$ cat config.mk
export PLATFORM = sky130hd
export DESIGN_NAME = buf_display
export DESIGN_NICKNAME = d
export VERILOG_FILES = /design/src/rtl/buf_display_pkg.sv /design/src/rtl/buf_display_scan_7seg.sv /design/src/rtl/buf_display.sv
export SDC_FILE = /design/constraint.sdc
export NUM_CORES = 1
export LEC_CHECK = 0
export CORE_UTILIZATION = 47
export CTS_CLUSTER_SIZE = 14
export DETAILED_ROUTE_END_ITERATION = 10
export PLACE_DENSITY = 0.82
export SLEW_MARGIN = 20
export SYNTH_ARGS = -nofsm -noshare
export SYNTH_HDL_FRONTEND = slang
export SYNTH_SLANG_ARGS = --single-unit
$ cat constraint.sdc
create_clock -name clk -period 1.9 [get_ports clk]
set_input_delay 0.38 -clock clk [delete_from_list [all_inputs] [get_ports clk]]
set_output_delay 0.38 -clock clk [all_outputs]
set_load 0.01 [all_outputs]
$ cat src/rtl/buf_display_pkg.sv
// Shared constants and the BCD to 7-segment decode for the keypad entry buffer.
package buf_display_pkg;

    localparam logic [3:0] BLANK   = 4'hF;
    localparam logic [3:0] K_BACK  = 4'hB;
    localparam logic [3:0] K_CLR   = 4'hC;
    localparam logic [6:0] SEG_OFF = 7'b1111111;

    // Segments {g,f,e,d,c,b,a}, active-low; anything above 9 is blank.
    function automatic logic [6:0] bcd_to_seg(input logic [3:0] d);
        logic [6:0] s;
        case (d)
            4'd0:    s = 7'b1000000;
            4'd1:    s = 7'b1111001;
            4'd2:    s = 7'b0100100;
            4'd3:    s = 7'b0110000;
            4'd4:    s = 7'b0011001;
            4'd5:    s = 7'b0010010;
            4'd6:    s = 7'b0000010;
            4'd7:    s = 7'b1111000;
            4'd8:    s = 7'b0000000;
            4'd9:    s = 7'b0010000;
            default: s = SEG_OFF;
        endcase
        return s;
    endfunction

endpackage

$ cat src/rtl/buf_display_scan_7seg.sv
// Time-multiplexed scanner: each of the four digits is driven for DIV clocks.
module scan_7seg
    import buf_display_pkg::*;
#(
    parameter int DIV = 50000
) (
    input  logic        clk,
    input  logic        rst,
    input  logic [15:0] valor,
    output logic [3:0]  an,
    output logic [6:0]  seg
);

    localparam int CW = (DIV > 2) ? $clog2(DIV) : 1;

    logic [CW-1:0] div_cnt_q, div_cnt_d;
    logic [1:0]    idx_q, idx_d;
    logic [3:0]    an_q, an_d;
    logic [6:0]    seg_q, seg_d;
    logic          wrap;

    // an/seg come from the same register stage so they always switch together.
    always_comb begin
        wrap      = (div_cnt_q == CW'(DIV - 1));
        div_cnt_d = wrap ? '0 : div_cnt_q + 1'b1;
        idx_d     = wrap ? idx_q + 2'd1 : idx_q;
        an_d      = ~(4'b0001 << idx_q);
        seg_d     = bcd_to_seg(valor[4*idx_q +: 4]);
    end

    always_ff @(posedge clk or posedge rst) begin
        if (rst) begin
            div_cnt_q <= '0;
            idx_q     <= 2'd0;
            an_q      <= 4'b1111;
            seg_q     <= SEG_OFF;
        end else begin
            div_cnt_q <= div_cnt_d;
            idx_q     <= idx_d;
            an_q      <= an_d;
            seg_q     <= seg_d;
        end
    end

    assign an  = an_q;
    assign seg = seg_q;

endmodule

$ cat src/rtl/buf_display.sv
// Keypad entry buffer: 4-digit BCD shift-in/backspace/clear, scanned onto a 7-segment display.
module buf_display
    import buf_display_pkg::*;
#(
    parameter int DIV = 50000
) (
    input  logic        clk,
    input  logic        rst,
    input  logic [4:0]  digito,
    output logic [15:0] valor,
    output logic [2:0]  cuenta,
    output logic        lleno,
    output logic [3:0]  an,
    output logic [6:0]  seg
);

    logic        dprev_q, dprev_d;
    logic [15:0] valor_q, valor_d;
    logic [2:0]  cuenta_q, cuenta_d;
    logic        press;
    logic [3:0]  code;

    always_comb begin
        dprev_d  = digito[4];
        valor_d  = valor_q;
        cuenta_d = cuenta_q;
        code     = digito[3:0];
        press    = digito[4] & ~dprev_q;
        if (press) begin
            if (code <= 4'd9) begin
                if (cuenta_q != 3'd4) begin
                    valor_d  = {valor_q[11:0], code};
                    cuenta_d = cuenta_q + 3'd1;
                end
            end else if (code == K_BACK) begin
                if (cuenta_q != 3'd0) begin
                    valor_d  = {BLANK, valor_q[15:4]};
                    cuenta_d = cuenta_q - 3'd1;
                end
            end else if (code == K_CLR) begin
                valor_d  = {4{BLANK}};
                cuenta_d = 3'd0;
            end
        end
    end

    // A key still held across reset is seen again as a fresh press.
    always_ff @(posedge clk or posedge rst) begin
        if (rst) begin
            dprev_q  <= 1'b0;
            valor_q  <= {4{BLANK}};
            cuenta_q <= 3'd0;
        end else begin
            dprev_q  <= dprev_d;
            valor_q  <= valor_d;
            cuenta_q <= cuenta_d;
        end
    end

    assign valor  = valor_q;
    assign cuenta = cuenta_q;
    assign lleno  = (cuenta_q == 3'd4);

    scan_7seg #(.DIV(DIV)) u_scan (
        .clk   (clk),
        .rst   (rst),
        .valor (valor_q),
        .an    (an),
        .seg   (seg)
    );

endmodule

==> results <==
- The run finished with clean final reports.
- The first global-routing pass estimated between 8 and 9 mm of wire.
- The clock drives slightly below 50 sinks.
- In this run, the combinational gates consume roughly 40% of the power.
- Entering global routing, the biggest net connects 41 pins.
- The top-level I/O count is 38.
- The slowest stage cell on the critical path is dfstp_2.
- Global routing consumed, over all layers together, between 20% and 30% of the routing resources.
- In this run the horizontal extent of the chip is between 70 and 80 µm.
- The number of buffers inserted during clock tree synthesis is 5.
- For this design the total switching power over the nets is ~1.3 mW.
- The count of yosys warnings during synthesis is 0.
- The critical path goes through clkdlybuf4s50_1.
- The max-capacitance violation count is 0.
- The area share of the largest cell type after synthesis is between 20 and 30%.
- The cell class contributing the biggest share of worst-path delay is flip-flops.
- The via count of the first global-routing pass is roughly 1900.
- For this block, the via count after detailed routing is 1923.
- For the pin with the worst max-slew slack, the measured transition is ~0.31 ns.
- The floorplan has 26 rows.
- The final count of pins violating max slew is 0.
- The most used flip-flop cell after synthesis is dfstp_2.
- The vertical extent of the die is 75.4 µm.
- In this design, the stage delay of the slowest critical-path cell is about 0.6 ns.
- The worst slew slack as a fraction of its limit is between 70% and 80%.
- Clock tree synthesis selected as its root buffer the cell clkbuf_8.
- Of the synthesized area, sequential elements account for between 40 and 50%.
- After synthesis the cells add up to around 0.0025 mm².
- The maximum number of buffers from clock root to sink is 2.
- The power per standard cell area is about 1200 mW/mm².
- After detailed routing, the number of remaining DRC violations is 0.
- The synthesized design contains roughly 50 register bits.
- The count of input and output buffers is 37.
- The number of buffers and inverters on the critical path is 1.
- Sorting the synthesized cells by area gives the leading types as dfstp_2 28%, dfrtp_1 22%, ha_1 6.4%.
- The standby leakage power is 1.45 nW.
- Counting every instance in the synthesized netlist gives between 200 and 250.
- The launching element type of the critical path is a flop.
- VDD sags by at most a little under 0.8 mV.
- The average detailed-routed wire length per instance is 14.4 µm.
- The number of antenna-violating nets in the routed design is 0.
- The clock insertion delay at the later pin of the skew report is 0.31 ns.
- Timing analysis after detailed placement gives a worst setup slack of -0.375 ns.
- The maximum level of the CTS H-tree is 2.
- At the worst endpoint, the required time is about 1.5 ns.
- The smallest clock period supported by the final layout is computed as about 1.8 ns.
- Setup repair after global routing left no endpoint under its margin.
- Registers are responsible for approximately 43% of the overall power.
- The largest fanout on the critical path is 4.
- In the synthesized netlist the async set-or-reset flop fraction comes to 100%.
- At the end of routability-driven placement, the weighted congestion stood at 0.872.
- After layout, the worst path uses ~96% of the clock period.
- Net switching is around 33% of the power.
- The arrival time of data at the critical path endpoint is 1.44 ns.
- The net count after synthesis is 250.
- The final wirelength is around 5.2 mm.
- Counting distinct cell types in the post-synthesis netlist gives 41.
- The number of failing hold endpoints at the final stage came to 0.
- The commonest cells after synthesis are 27 x dfstp_2, 26 x inv_1, 22 x dfrtp_1.
- The total die area is 0.00568 mm².
- The clock-pin slew reported for the worst setup and hold paths after clock tree synthesis is 0.10 ns.
- The share of total power dissipated in the clock network is between 15 and 20%.
- The via count normalized by instance count is between 5 and 6.
- The area added between synthesis and finish is 29.4%.
- The initial core utilization is about half.
- Cells with a size suffix above 1 make up around a quarter of the layout.
- The initial antenna violation count was 0.
- The antenna diode instance count is 0.
- The clock tree skew after final layout is approximately 0.012 ns.
- The starting DRC count in detailed routing is between 100 and 150.
- After filler insertion, the fill cell instance count of the layout stands at between 400 and 500.
- Timing would allow up to approximately 0.55 GHz.
- The half-perimeter wire length after placement is about 3.9 mm.
- The leading cell type by number of instances after synthesis is dfstp_2.
- The path type of the worst min-delay path is in -> async.
- The cell depth of the worst flop-to-flop path is 6.
- The worst setup path is captured at an output port.
- The cell taking the most area after synthesis is dfstp_2.
- In this run the number of cells on the critical path is 1.
- The cell-internal power is 2.58 mW.
- The number of setup violations in the final report is 0.
- TritonCTS built the clock tree.
- The net count reported at finish is around 310.
- The region available for standard cell placement spans 0.00514 mm².
- The number of enable-type register cells in the synthesized netlist is 0.
- Each instance of the synthesized netlist takes up on average roughly 11 µm².
- The final core utilization is around 64%.
- The total grt overflow is 0.
- The classification of the worst setup path is reg -> out.
- The number of detailed-routing iterations run before antenna repair is 4.
- The smallest setup slack after layout is roughly 0.076 ns.
[power groups by stage]
stage	clock network, mW	logic, mW	registers, mW
final	0.621	1.56	1.67
after floorplan	0	0.665	1.75
after CTS	0.626	1.51	1.67
after global routing	0.680	1.71	1.70
after global placement	0	1.45	1.67
after detailed placement	0	1.51	1.69
[flip-flops by register name, summed over array words and instances (netlist names)]
name	count
u_scan.div_cnt_q	16
valor	16
u_scan.seg	7
u_scan.an	4
cuenta	3
u_scan.idx_q	2
dprev_q	1
[kinds of logic after synthesis]
group / after synthesis / synth area share (%)
multiplexers: 20 / 10.4
buffers and inverters: 34 / 5.79
AND/OR/NAND/NOR: 64 / 13.3
XOR/XNOR: 14 / 4.85
AO/OA/AOI/OAI: 36 / 9.45
flip-flops: 49 / 49.8
adder cells (fa/ha/maj): 13 / 6.43
[cell usage in the layout, fill, tap and decap left out, types with 7 or more instances in the layout]
| cell type | n |
|---|---|
| a21oi_1 | 7 |
| o22ai_1 | 11 |
| clkdlybuf4s50_1 | 35 |
| xnor2_1 | 7 |
| nand2_1 | 8 |
| ha_1 | 13 |
| xor2_1 | 7 |
| mux2i_1 | 11 |
| dfstp_2 | 27 |
| nand4_1 | 9 |
| buf_4 | 25 |
| inv_1 | 25 |
| nor2_1 | 20 |
| dfrtp_1 | 22 |
[cell type report]
type	count	area, µm²	area share (%)
Clock buffer	5	68.8	2.10
Clock inverter	3	20.0	0.612
Inverter	26	97.6	2.98
Multi-Input combinational cell	147	1150	35.1
Sequential cell	49	1260	38.5
Tap cell	70	87.6	2.68
Timing Repair Buffer	64	591	18.0
[worst paths after layout]
kind                                   endpoint           startpoint  slack [ns]
setup reg to reg                  u_scan.seg[0]             valor[1]        0.14
hold reg to reg             u_scan.div_cnt_q[0]  u_scan.div_cnt_q[0]        0.49
hold / removal             u_scan.div_cnt_q[13]                  rst        0.31
setup / recovery                       valor[1]             valor[1]        0.08
max in group asynchronous              valor[2]                  rst        1.05
min in group clk            u_scan.div_cnt_q[0]  u_scan.div_cnt_q[0]        0.49
[timing repair]
action                     4_1_cts  5_1_grt
buffers inserted                 0        4
setup endpoints to repair       13       16
hold buffers                     0        0
pin swaps                        1        0
resized for setup                3        5
[stage by stage]
stage               instances  total power, mW  setup TNS [ns]  instance area [µm²]  hold slack, ns
finish                    364             3.85               0                 3270           0.313
global route              364             4.10               0                 3270           0.360
CTS                       360             3.81               0                 3230           0.323
detailed placement        352             3.19           -6.06                 3120           0.476
global placement          352             3.12           -4.93                 3120           0.463
floorplan                 230             2.42               0                 2530           0.411
[layer usage]
layer / up-vias / global-route usage (%) / share of wire (%)
met5: - / 0 / 0
met4: 0 / 5.14 / 0.69
met3: 4 / 3.97 / 3.6
met2: 44 / 33.4 / 50
met1: 952 / 27.6 / 45
li1: 923 / - / -
[worst reg2reg max path, stage by stage (launching register included)]
cell     delay [ns]
dfstp_2        0.59
mux4_2         0.28
inv_1          0.08
ha_1           0.19
or2_2          0.29
a21oi_1        0.20
nor2_1         0.07
(Power assumes the default switching activity.)
